[src/rtl/inst_fetch_mod_pkg.sv]
// Shared definitions for the instruction prefetcher: bus widths, the CB
// prefix opcode and the fetch FSM state encoding.
package fetch_defs;

   localparam int ADDR_W = 16;
   localparam int DATA_W = 8;

   localparam logic [DATA_W-1:0] CB_PREFIX = 8'hCB;

   typedef enum logic {
      ST_IDLE = 1'b0,
      ST_REQ  = 1'b1
   } fetch_state_t;

   function automatic logic [ADDR_W-1:0] addr_inc(input logic [ADDR_W-1:0] a);
      return a + 1'b1;
   endfunction

endpackage

[src/rtl/fetch_fifo_mod.sv]
// DEPTH x 8 synchronous FIFO holding prefetched instruction bytes.
// The head entry is read combinationally so a push is visible right after its edge.
module fetch_fifo_mod
   import fetch_defs::*;
#(
   parameter int DEPTH = 4,
   localparam int PTR_W = $clog2(DEPTH),
   localparam int CNT_W = PTR_W + 1
) (
   input  logic              clock,
   input  logic              reset,
   input  logic              push,
   input  logic              pop,
   input  logic              flush,
   input  logic [DATA_W-1:0] wr_data,
   output logic [DATA_W-1:0] head,
   output logic [CNT_W-1:0]  count,
   output logic              empty,
   output logic              full
);

   logic [PTR_W-1:0]  wr_ptr_reg;
   logic [PTR_W-1:0]  rd_ptr_reg;
   logic [CNT_W-1:0]  count_reg;
   logic [DATA_W-1:0] entry_arr [DEPTH];
   logic              push_ok;
   logic              pop_ok;

   assign empty   = (count_reg == '0);
   assign full    = (count_reg == CNT_W'(DEPTH));
   assign push_ok = push & ~flush;
   assign pop_ok  = pop & ~empty & ~flush;

   genvar gi;
   generate
      for (gi = 0; gi < DEPTH; gi++) begin : g_entry
         logic [DATA_W-1:0] entry_reg;
         always_ff @(posedge clock or negedge reset) begin
            if (!reset)
               entry_reg <= '0;
            else if (push_ok && (wr_ptr_reg == PTR_W'(gi)))
               entry_reg <= wr_data;
         end
         assign entry_arr[gi] = entry_reg;
      end
   endgenerate

   // Pointers wrap naturally because DEPTH is a power of two.
   always_ff @(posedge clock or negedge reset) begin
      if (!reset) begin
         wr_ptr_reg <= '0;
         rd_ptr_reg <= '0;
         count_reg  <= '0;
      end else if (flush) begin
         wr_ptr_reg <= '0;
         rd_ptr_reg <= '0;
         count_reg  <= '0;
      end else begin
         if (push_ok)
            wr_ptr_reg <= wr_ptr_reg + 1'b1;
         if (pop_ok)
            rd_ptr_reg <= rd_ptr_reg + 1'b1;
         case ({push_ok, pop_ok})
            2'b10:   count_reg <= count_reg + 1'b1;
            2'b01:   count_reg <= count_reg - 1'b1;
            default: count_reg <= count_reg;
         endcase
      end
   end

   assign head  = empty ? '0 : entry_arr[rd_ptr_reg];
   assign count = count_reg;

   a_no_overflow : assert property (@(posedge clock) disable iff (!reset)
      !(push && full && !flush));

endmodule

[src/rtl/inst_fetch_mod.sv]
// Instruction-byte prefetcher: fetches sequential bytes into a FIFO, tracks
// the head pc, signals CB-table entry/exit and redirects on pc_load.
module inst_fetch_mod
   import fetch_defs::*;
#(
   parameter logic [15:0] RESET_PC = 16'h0000,
   parameter int          DEPTH    = 4
) (
   input  logic        clock,
   input  logic        reset,
   output logic        mem_rd_req,
   output logic [15:0] mem_addr,
   input  logic        mem_rd_ack,
   input  logic [7:0]  mem_rd_data,
   output logic [7:0]  inst_buffer,
   output logic        inst_valid,
   input  logic        inst_consume,
   output logic [15:0] pc,
   input  logic        pc_load,
   input  logic [15:0] pc_load_value,
   output logic        toggle_cb
);

   localparam int CNT_W = $clog2(DEPTH) + 1;

   fetch_state_t      state_reg, state_next;
   logic [ADDR_W-1:0] fetch_pc_reg, fetch_pc_next;
   logic [ADDR_W-1:0] pc_reg, pc_next;
   logic [ADDR_W-1:0] req_addr_reg, req_addr_next;
   logic              discard_reg, discard_next;
   logic              cb_active_reg, cb_active_next;
   logic              toggle_reg, toggle_next;

   logic              fifo_push;
   logic              fifo_pop;
   logic [DATA_W-1:0] fifo_head;
   logic [CNT_W-1:0]  fifo_count;
   logic              fifo_empty;
   logic              fifo_full;
   logic              ack_take;

   // A redirect outranks a consume, so the dropped consume never pops.
   assign fifo_pop  = inst_consume & ~fifo_empty & ~pc_load;
   assign ack_take  = (state_reg == ST_REQ) & mem_rd_ack;
   assign fifo_push = ack_take & ~discard_reg & ~pc_load;

   fetch_fifo_mod #(
      .DEPTH (DEPTH)
   ) u_fifo (
      .clock   (clock),
      .reset   (reset),
      .push    (fifo_push),
      .pop     (fifo_pop),
      .flush   (pc_load),
      .wr_data (mem_rd_data),
      .head    (fifo_head),
      .count   (fifo_count),
      .empty   (fifo_empty),
      .full    (fifo_full)
   );

   always_ff @(posedge clock or negedge reset) begin
      if (!reset) begin
         state_reg     <= ST_IDLE;
         fetch_pc_reg  <= RESET_PC;
         pc_reg        <= RESET_PC;
         req_addr_reg  <= RESET_PC;
         discard_reg   <= 1'b0;
         cb_active_reg <= 1'b0;
         toggle_reg    <= 1'b0;
      end else begin
         state_reg     <= state_next;
         fetch_pc_reg  <= fetch_pc_next;
         pc_reg        <= pc_next;
         req_addr_reg  <= req_addr_next;
         discard_reg   <= discard_next;
         cb_active_reg <= cb_active_next;
         toggle_reg    <= toggle_next;
      end
   end

   always_comb begin
      state_next     = state_reg;
      fetch_pc_next  = fetch_pc_reg;
      pc_next        = pc_reg;
      req_addr_next  = req_addr_reg;
      discard_next   = discard_reg;
      cb_active_next = cb_active_reg;
      toggle_next    = 1'b0;

      if (fifo_pop) begin
         pc_next = addr_inc(pc_reg);
         if (cb_active_reg) begin
            cb_active_next = 1'b0;
            toggle_next    = 1'b1;
         end else if (fifo_head == CB_PREFIX) begin
            cb_active_next = 1'b1;
            toggle_next    = 1'b1;
         end
      end

      // Leaving the CB table on a redirect keeps the control unit in step.
      if (pc_load) begin
         pc_next       = pc_load_value;
         fetch_pc_next = pc_load_value;
         if (cb_active_reg) begin
            cb_active_next = 1'b0;
            toggle_next    = 1'b1;
         end
      end

      case (state_reg)
         ST_IDLE: begin
            if (pc_load || fifo_pop || !fifo_full) begin
               state_next    = ST_REQ;
               req_addr_next = fetch_pc_next;
            end
         end
         ST_REQ: begin
            if (mem_rd_ack) begin
               discard_next = 1'b0;
               if (pc_load || discard_reg) begin
                  req_addr_next = fetch_pc_next;
               end else begin
                  fetch_pc_next = addr_inc(fetch_pc_reg);
                  // Room remains after this push: keep fetching with no bubble.
                  if ((fifo_count < CNT_W'(DEPTH - 1)) || fifo_pop)
                     req_addr_next = addr_inc(fetch_pc_reg);
                  else
                     state_next = ST_IDLE;
               end
            end else if (pc_load) begin
               discard_next = 1'b1;
            end
         end
         default: state_next = ST_IDLE;
      endcase
   end

   assign mem_rd_req  = (state_reg == ST_REQ);
   assign mem_addr    = req_addr_reg;
   assign inst_buffer = fifo_head;
   assign inst_valid  = ~fifo_empty;
   assign pc          = pc_reg;
   assign toggle_cb   = toggle_reg;

endmodule

[config.mk]
export PLATFORM = sky130hd
export DESIGN_NAME = inst_fetch_mod
export DESIGN_NICKNAME = d
export VERILOG_FILES = /design/src/rtl/inst_fetch_mod_pkg.sv /design/src/rtl/fetch_fifo_mod.sv /design/src/rtl/inst_fetch_mod.sv
export SDC_FILE = /design/constraint.sdc
export NUM_CORES = 1
export LEC_CHECK = 0
export CORE_MARGIN = 3
export CORE_UTILIZATION = 55
export DETAILED_ROUTE_END_ITERATION = 10
export GPL_ROUTABILITY_DRIVEN = 0
export PLACE_DENSITY = 0.81
export SLEW_MARGIN = 30
export SYNTH_ARGS = -nofsm -noshare
export SYNTH_HDL_FRONTEND = slang
export SYNTH_SLANG_ARGS = --single-unit
[constraint.sdc]
create_clock -name clock -period 5 [get_ports clock]
set_clock_uncertainty 0.2 [all_clocks]
set_input_delay 1.25 -clock clock [delete_from_list [all_inputs] [get_ports clock]]
set_output_delay 1.25 -clock clock [all_outputs]
set_load 0.02 [all_outputs]
After elaboration in Yosys (flattened, before gate mapping)
Index checks and enable logic that the tools add are counted.
{"block": "totals", "regBits": 91, "wordCells": 100, "output_inout_bits": 43, "inputBits": 29}
{"block": "op_classes", "n_bitwise": 13, "n_eq_ne": 10, "addsub": 6, "order_cmp": 2, "n_reduce_logical": 18, "mux": 37}
{"op": "two-way mux 16 bit", "count": 10}
{"op": "adder 16 x 1 -> 16 bit, second input constant", "count": 2}
{"op": "one-hot mux 16 bit (2 select lines)", "count": 1}
{"op": "two-way mux 8 bit", "count": 3}
{"op": "binary-select mux 8 bit (select 2 bit)", "count": 1}
{"op": "two-way mux 1 bit", "count": 15}
{"op": "bitwise AND 1 bit", "count": 8}
{"op": "== test 8 bit, second input constant", "count": 1}
{"op": "two-way mux 2 bit", "count": 4}
{"op": "nonzero test 2 bit", "count": 4}
{"op": "== test 2 bit, second input constant", "count": 3}
{"op": "one-hot mux 3 bit (2 select lines)", "count": 1}
{"op": "adder 2 x 1 -> 2 bit, second input constant", "count": 2}
{"op": "== test 2 x 1 -> 1 bit, second input constant", "count": 2}
{"op": "logical AND 1 bit", "count": 4}
{"op": "logical OR 1 bit", "count": 4}
{"op": "!= test 2 bit, second input constant", "count": 2}
{"op": "inverter 1 bit", "count": 4}
{"op": "adder 3 x 1 -> 3 bit, second input constant", "count": 1}
{"op": "== test 3 bit, second input constant", "count": 1}
{"op": ">= comparator 3 bit, second input constant", "count": 1}
{"op": "zero test 3 bit", "count": 1}
{"op": "< comparator 3 x 2 -> 1 bit, second input constant", "count": 1}
{"op": "two-way mux 3 bit", "count": 1}
{"op": "other kinds (9)", "count": 9}

Logic depth before layout (Yosys ltp)
Gate-level depths: netlist of the first run.
{"block": "logic_depth", "word_depth": 11, "depth_mapped": 8, "depth_no_buf": 7}

By module
Synthesis of the first run repeated with hierarchy kept, for this count alone.
{"block": "hier_totals", "cells_unflattened": 452, "hier_area_um2": 5257.5}
{"mod": "inst_fetch_mod", "area_each_um2": 3114.2, "instances": 1, "seq_area_each_um2": 1301.2, "cells_per_inst": 315}
{"mod": "fetch_fifo_mod", "area_each_um2": 2143.3, "instances": 1, "seq_area_each_um2": 975.9, "cells_per_inst": 137}

Worst setup path after synthesis of the first run
No wires, ideal clock.
{"block": "synth_path", "path_kind": "input to register", "startpoint": "input port pc_load", "endpoint": "register u_fifo.count_reg[2], in the netlist u_fifo.count[2]", "setup_time_ns": 0.137, "slack_ns": 1.652, "arrival_ns": 3.011, "required_ns": 4.663, "n_path_buf": 3, "path_stages": 8, "path_cell_list": "clkbuf_1 clkbuf_1 buf_1 nor3_1 fa_1 nor3_1 o21ai_0 nor3b_1"}
{"block": "synth_between", "elab_chain_len": 7, "elab_cells_between_ends": 11, "classes_between": "2 x eq/ne; 2 x mux; 6 x bitwise; 1 x reduce/logical"}
{"item": "start, declared", "line_no": "inst_fetch_mod.sv:19", "text": "input logic pc_load,"}
{"item": "inverter 1 bit"}
{"item": "bitwise AND 1 bit", "line_no": "inst_fetch_mod.sv:43", "text": "assign fifo_pop = inst_consume & ~fifo_empty & ~pc_load;"}
{"item": "bitwise AND 1 bit (2 in a row)", "line_no": "fetch_fifo_mod.sv:32", "text": "assign pop_ok = pop & ~empty & ~flush;"}
{"item": "== test 2 x 1 -> 1 bit or == test 2 bit (tied branches)", "line_no": "fetch_fifo_mod.sv:63", "text": "case ({push_ok, pop_ok})"}
{"item": "one-hot mux 3 bit (2 select lines)", "line_no": "fetch_fifo_mod.sv:63"}
{"item": "two-way mux 3 bit", "line_no": "fetch_fifo_mod.sv:54", "text": "end else if (flush) begin"}
{"item": "end signal, assigned", "line_no": "fetch_fifo_mod.sv:64", "text": "2'b10: count_reg <= count_reg + 1'b1;"}
{"item": "end signal, assigned", "line_no": "fetch_fifo_mod.sv:65", "text": "2'b01: count_reg <= count_reg - 1'b1;"}
{"item": "end signal, assigned", "line_no": "fetch_fifo_mod.sv:66", "text": "default: count_reg <= count_reg;"}
{"item": "end, declared", "line_no": "fetch_fifo_mod.sv:24", "text": "logic [CNT_W-1:0] count_reg;"}
Several ways; a longest one is shown, not always the timed one.
A chain may end at the register's enable or synchronous reset.

Worst setup path after layout of the first run
{"block": "layout_path", "startpoint": "register u_fifo.rd_ptr_reg[0]", "endpoint": "output port inst_buffer[2]"}
{"block": "layout_between", "elab_chain_len": 5}
{"item": "start, declared", "line_no": "fetch_fifo_mod.sv:23", "text": "logic [PTR_W-1:0] rd_ptr_reg;"}
{"item": "start signal, assigned", "line_no": "fetch_fifo_mod.sv:62", "text": "rd_ptr_reg <= rd_ptr_reg + 1'b1;"}
{"item": "inverter 2 -> 3 bit (not written as such)", "line_no": "fetch_fifo_mod.sv:71", "text": "assign head = empty ? '0 : entry_arr[rd_ptr_reg];"}
{"item": "binary-select mux 8 bit (select 2 bit)", "line_no": "fetch_fifo_mod.sv:71"}
{"item": "two-way mux 8 bit (not written as such) (2 in a row)", "line_no": "fetch_fifo_mod.sv:71"}
{"item": "two-way mux 8 bit", "line_no": "fetch_fifo_mod.sv:71"}
{"item": "end, declared", "line_no": "inst_fetch_mod.sv:15", "text": "output logic [7:0] inst_buffer,"}
Every way passes these cells. The select of a mux whose other input is x is not followed.

==> key figures, run 1 <==
Clocking
  – Gates resized, CTS repair: 0
  – Max Root-Sink Buffers: 2
  – Post-cts hold buffer count: 0
  – Setup Fix Bufs, Post-CTS: 0
  – CTS buffer count: 9
  – CTS tree: done
  – H-tree levels: 3
  – Worst-path clk slew: 0.09 ns
  – Clk root buf: clkbuf_8
  – Worst skew pair latency: 0.36 ns
  – Sink Count: 91

Setup path
  – CP Data Arrival Time: 2.39 ns
  – Worst Path Buf+Inv: 1
  – Nature of the critical path endpoint: output port
  – Crit path kind: reg2out
  – Cell-by-cell trace of the critical path: mux4_2 > nor2b_1 > clkdlybuf4s50_1
  – Max Fanout on Critical Path: 14
  – Req. time, crit path: 3.55 ns
  – CP Launch Type: register
  – Slowest cell on crit path: dfrtp_1
  – Largest delay share family, worst path: flip-flops
  – Critical path's largest stage delay: 0.74 ns

Floorplan
  – Vert. Die Dim: 98.8 um
  – Initial Util: 57.1%
  – Die area: 9760 um2
  – Row cnt: 33
  – I/O pin cnt: 72
  – Core Region: 8300 um2
  – Chip width: 98.8 um

Final layout
  – ANT cells: 0
  – Max reg flops: 32
  – Fill count: 597
  – Final net count: 553
  – Most frequent cells in the layout: dfrtp_1, clkdlybuf4s50_1, nand2_1
  – Post-route design area: 5670 um2
  – Final std cells w/o fill: 627
  – Final design utilization: 68.4%
  – Commonest non-fill, non-tap cell in the layout: dfrtp_1
  – Layout cell share with drive strength beyond 1: 10.3%
  – Area growth from synthesis to layout: 19.8%

STA
  – RSZ-0062 raised after global routing: no
  – Setup TNS Final: 0 ns
  – Worst-margin pin slew: 0.755 ns
  – Setup Viol. Count Final: 0
  – Min Tclk post-route: 3.84 ns
  – Hold Vio Cnt, Final: 0
  – Period utilization: 76.8%
  – Max_slew headroom: 49.5%
  – Fmax: 260 MHz
  – Final slew viol count: 0

Synthesis
  – Number of synthesized flops with an enable pin: 0
  – Ys Warns: 0
  – Seq cells post-synth: 91
  – Post-synth ARST share: 100%
  – Seq/Total Area, Yosys: 48.1%
  – Mapped Avg Cell Area: 10.4 um2
  – Syn Nets: 490
  – Synth Cell Area: 4740 um2
  – Post-Synthesis Cells: 454
  – Top FF cell, synth: dfrtp_1
  – Synth unique cells: 57

Status
  – Status: completed

Detailed routing
  – Number of remaining DRC errors: 0
  – Vias: 3,668
  – Initial DRC count: 316
  – DRT Wirelength: 10,900 um
  – Vias/cell: 5.85
  – DR pass1 iterations: 5
  – Final ANT Viol Nets: 0
  – Routed len/inst: 17.4 um

Pwr
  – Leakage: 2.38 nW
  – Total power: 0.00229 W
  – Power Density: 403 nW/um2
  – Worst IR drop on VDD: 0.285 mV

GRT
  – Total Routing Usage GR: 23.7%
  – GRT Residual Overflow: 0
  – Largest net degree at the start of global routing: 59
  – Vias in the first global route: 3,689
  – Global-route wire length before repair: 18,600 um
  – Initial antenna violation count: 0

Flow run
  – Max_cap viols: 0

Place
  – Cell Area, Placed: 5490 um2
  – # port buffers: 71
  – Placed wire-length estimate: 7900 um
  – Inst Count DP: 611

Worst hold path
  – HP Class: reg2reg
==> final cells by class <==
class	count	area, um2	share of cell area (%)
Sequential cell	91	2280	40.1
Inverter	11	41.3	0.728
Multi-Input combinational cell	327	2300	40.5
Clock inverter	5	37.5	0.662
Tap cell	105	131	2.32
Clock buffer	11	141	2.49
Timing Repair Buffer	77	748	13.2
==> cells in the mapped netlist (all sizes together), types with 7 or more instances <==
cell    number  area [um2]
a21oi       23         119
and3        11        68.8
buf         15        83.8
clkbuf      10        37.5
dfrtp       91        2280
inv         11        41.3
mux2        35         394
mux2i        8        80.1
nand2       52         203
nand2b       9        56.3
nand3       14        70.1
nand4        8        50.1
nor2        29         109
nor2b        7        43.8
nor3        11        55.1
o21ai       23         115
xnor2       23         201
xor2        12         105
==> worst paths after layout <==
path / start / to / slack, ns / depth (start not counted)
worst max-delay path: u_fifo.rd_ptr_reg[0] / inst_buffer[2] / 1.16 / 3
min in group asynchronous: reset / toggle_cb / 0.74 / 1
worst min-delay path: mem_addr[9] / mem_addr[9] / 0.29 / 2
worst min register to register: mem_addr[9] / mem_addr[9] / 0.29 / 2
worst max register to register: mem_rd_req / u_fifo.g_entry[1].entry_reg[4] / 2.03 / 4
max in group asynchronous: reset / u_fifo.g_entry[1].entry_reg[6] / 2.92 / 2
==> per-stage QoR <==
stage / hold WS, ns / setup WS, ns
CTS: 0.294 / 1.12
finish: 0.287 / 1.16
global placement: 0.271 / 1.36
detailed placement: 0.274 / 1.24
floorplan: 0.259 / 1.65
global route: 0.323 / 1.04
==> kinds of logic (layout without fill, tap and decap cells) <==
group                      count (synthesis)  after routing  share of synthesized area (%)
xor gates and xnor gates                  35             35                           6.47
and+or+nand+nor                          159            159                           16.9
AOI/OAI and AO/OA                         77             77                           10.3
muxes                                     49             49                           12.9
buffers and inverters                     36            104                           3.43
adders and majority gates                  7              7                           2.01
DFF                                       91             91                           48.1
==> routing by layer <==
layer | vias to the layer above | part of all wire, % | track usage (%)
li1 | 1726 | - | -
met1 | 1808 | 46 | 35.3
met2 | 127 | 47 | 35.5
met3 | 7 | 6.3 | 5.02
met4 | 0 | 0.79 | 6.30
met5 | - | 0 | 0
==> where the power goes <==
group / internal, W / switching (W) / total, W
Combinational: 0.000407 / 0.000400 / 0.000807
Sequential: 0.000882 / 0.000137 / 0.00102
Clock: 0.000196 / 0.000263 / 0.000460
==> tightest hold or removal path, cell delays in order (launching register included) <==
cell and delay, ns:
dfrtp_1 0.35, nand2_1 0.04, o21ai_0 0.06
Note: power is estimated with default switching activity, not from simulation.
==> inputs of run 2 (changes only) <==
Settings changed: CORE_UTILIZATION 55 to 54, PLACE_DENSITY 0.81 to 0.8.
Clock period 5 ns to 3.6 ns, I/O delays scaled along.
==> run 2 against run 1 <==
  * Count of clock-buffer cells in the layout decreased by 2
  * Critical path depth increased by 1
  * Die area increased by 1.7%
  * First-iteration DRC count decreased by 34%
  * Sequential share of layout area decreased by 0.49 points
  * Critical endpoint is now inst_buffer[3]
==> key figures, run 2 (synthesized netlist as in run 1, its figures left out) <==
Status
  – Status: completed

Detailed routing
  – Initial DRC count: 210 (-34%)
  – Vias: 3,663 (-0.14%)
  – DR pass1 iterations: 5 (unchanged)
  – Number of remaining DRC errors: 0 (unchanged)
  – Final ANT Viol Nets: 0 (unchanged)
  – DRT Wirelength: 10,900 um (+0.16%)
  – Routed len/inst: 17.4 um (-0.48%)
  – Vias/cell: 5.81 (-0.77%)

STA
  – Max_slew headroom: 60.0% (+10 points)
  – Final slew viol count: 0 (unchanged)
  – Min Tclk post-route: 3.37 ns
  – Period utilization: 93.7%
  – Worst Setup Slack, final: 0.227 ns (-0.931 ns)
  – Setup Viol. Count Final: 0 (unchanged)
  – Worst-margin pin slew: 0.600 ns (-0.155 ns)
  – Setup TNS Final: 0 ns (unchanged)
  – RSZ-0062 raised after global routing: no
  – Hold Vio Cnt, Final: 0 (unchanged)
  – Hold Slack: 0.299 ns (+0.0122 ns)
  – Fmax: 296 MHz

Floorplan
  – Chip width: 99.7 um (+0.87%)
  – Row cnt: 33 (unchanged)
  – Initial Util: 56.5% (-0.56 points)
  – Die area: 9930 um2 (+1.7%)
  – I/O pin cnt: 72 (unchanged)
  – Vert. Die Dim: 99.7 um (+0.87%)
  – Core Region: 8380 um2 (+1.0%)

Place
  – Cell Area, Placed: 5540 um2 (+0.77%)
  – Inst Count DP: 615 (+0.65%)
  – # port buffers: 71 (unchanged)
  – Placed wire-length estimate: 7980 um (+1.0%)
  – Post-place setup slack: 0.475 ns (-0.764 ns)

Final layout
  – Fill count: 636 (+6.5%)
  – Max reg flops: 32 (unchanged)
  – Most frequent cells in the layout: dfrtp_1, clkdlybuf4s50_1, nand2_1
  – Layout cell share with drive strength beyond 1: 11.4% (+1.1 points)
  – Post-route design area: 5750 um2 (+1.3%)
  – Multi-input logic area: 2300 um2 (unchanged)
  – ANT cells: 0 (unchanged)
  – Area growth from synthesis to layout: 21.3%
  – Final net count: 557 (+0.72%)
  – Final std cells w/o fill: 631 (+0.64%)
  – Commonest non-fill, non-tap cell in the layout: dfrtp_1
  – Seq. cell area: 2280 um2 (about the same)

Pwr
  – Worst IR drop on VDD: 0.383 mV (+35%)
  – Leakage: 2.42 nW (+1.5%)
  – Power Density: 571 nW/um2 (+42%)

Clocking
  – Post-cts hold buffer count: 0 (unchanged)
  – H-tree levels: 3 (unchanged)
  – CTS tree: done
  – Clk root buf: clkbuf_8
  – CTS buffer count: 9 (unchanged)
  – Sink Count: 91 (unchanged)
  – Worst-path clk slew: 0.10 ns (about the same)
  – Setup Fix Bufs, Post-CTS: 0 (unchanged)
  – Max Root-Sink Buffers: 2 (unchanged)
  – Worst skew pair latency: 0.36 ns (about the same)

GRT
  – Total Routing Usage GR: 23.1% (-0.61 points)
  – GRT Residual Overflow: 0 (unchanged)
  – Global-route wire length before repair: 18,200 um (-2.2%)
  – Largest net degree at the start of global routing: 48 (-19%)
  – Vias in the first global route: 3,598 (-2.5%)
  – Initial antenna violation count: 0 (unchanged)

Worst hold path
  – Hold path start: u_fifo.g_entry[3].entry_reg[5]
  – HP Class: reg2reg

Setup path
  – Req. time, crit path: 2.50 ns (-1.05 ns)
  – R2R Path Start: u_fifo.count[0]
  – CP Launch Type: register
  – Nature of the critical path endpoint: output port
  – Crit path kind: reg2out
  – CP Data Arrival Time: 2.27 ns (-0.12 ns)
  – Worst setup startpoint: u_fifo.rd_ptr_reg[1]
  – Max Fanout on Critical Path: 11 (-3)

Flow run
  – Max_cap viols: 0 (unchanged)
==> run 2: changes by cell type in the layout (fill, tap and decap cells not counted), sizes merged <==
cell	before	now
buf	8	12
bufinv	0	1
clkbuf	11	9
clkinv	2	1
inv	12	14
==> run 2: repair_timing <==
action / in CTS / in global routing
hold endpoints to repair: 0 / 0
resized for setup: 0 / 1
setup endpoints to repair: 0 / 5
==> run 2: path summary, 6_finish.rpt <==
path | to | slack, ns | depth (start not counted)
max in group asynchronous | fetch_pc_reg[7] | 2.21 | 2
min in group asynchronous | cb_active_reg | 0.34 | 1
min reg2reg | u_fifo.g_entry[3].entry_reg[5] | 0.30 | 1
min | u_fifo.g_entry[3].entry_reg[5] | 0.30 | 1
max | inst_buffer[3] | 0.23 | 4
max reg2reg | u_fifo.count[2] | 1.07 | 8
==> run 2: critical path, cell delays in order, from the launching register on <==
cell and delay (ns):
dfrtp_1 0.70, mux2i_1 0.17, or2_2 0.29, a21oi_1 0.14
clkdlybuf4s50_1 0.62
==> run 2: area by class of cell <==
cell class | instances | area share [%]
well taps | 105 | 2.29
clock buffers | 9 | 2.16
multi-input cells | 327 | 40.0
flip-flops and latches | 91 | 39.6
repair buffers | 81 | 13.8
inverters | 11 | 0.718
clock inverters | 7 | 1.48
==> run 2: through the flow <==
stage               util (%)  power, W
floorplan                  -   0.00212
global placement        66.1   0.00252
detailed placement      66.1   0.00257
CTS                     68.5   0.00330
global route            68.6   0.00347
finish                  68.6   0.00328
==> run 2: power breakdown <==
part	switching, W	internal (W)	total, W
Combinational	0.000553	0.000576	0.00113
Clock	0.000394	0.000334	0.000728
Sequential	0.000195	0.00123	0.00142
Total	0.00114	0.00214	0.00328
==> run 2: per-layer routing <==
metal  track usage [%]  up-vias  part of all wire [%]
met5                 0        -                     0
met4              7.67        0                   1.3
met1              33.4     1808                    47
met3              3.09       14                   4.2
met2              36.1      106                    48
li1                  -     1735                     -
==> inputs of run 3 (changes only) <==
Settings changed: SLEW_MARGIN 30 to 20.
==> results of run 3 <==
Same layout as run 2: the final DEF is identical, and so are final timing and power.
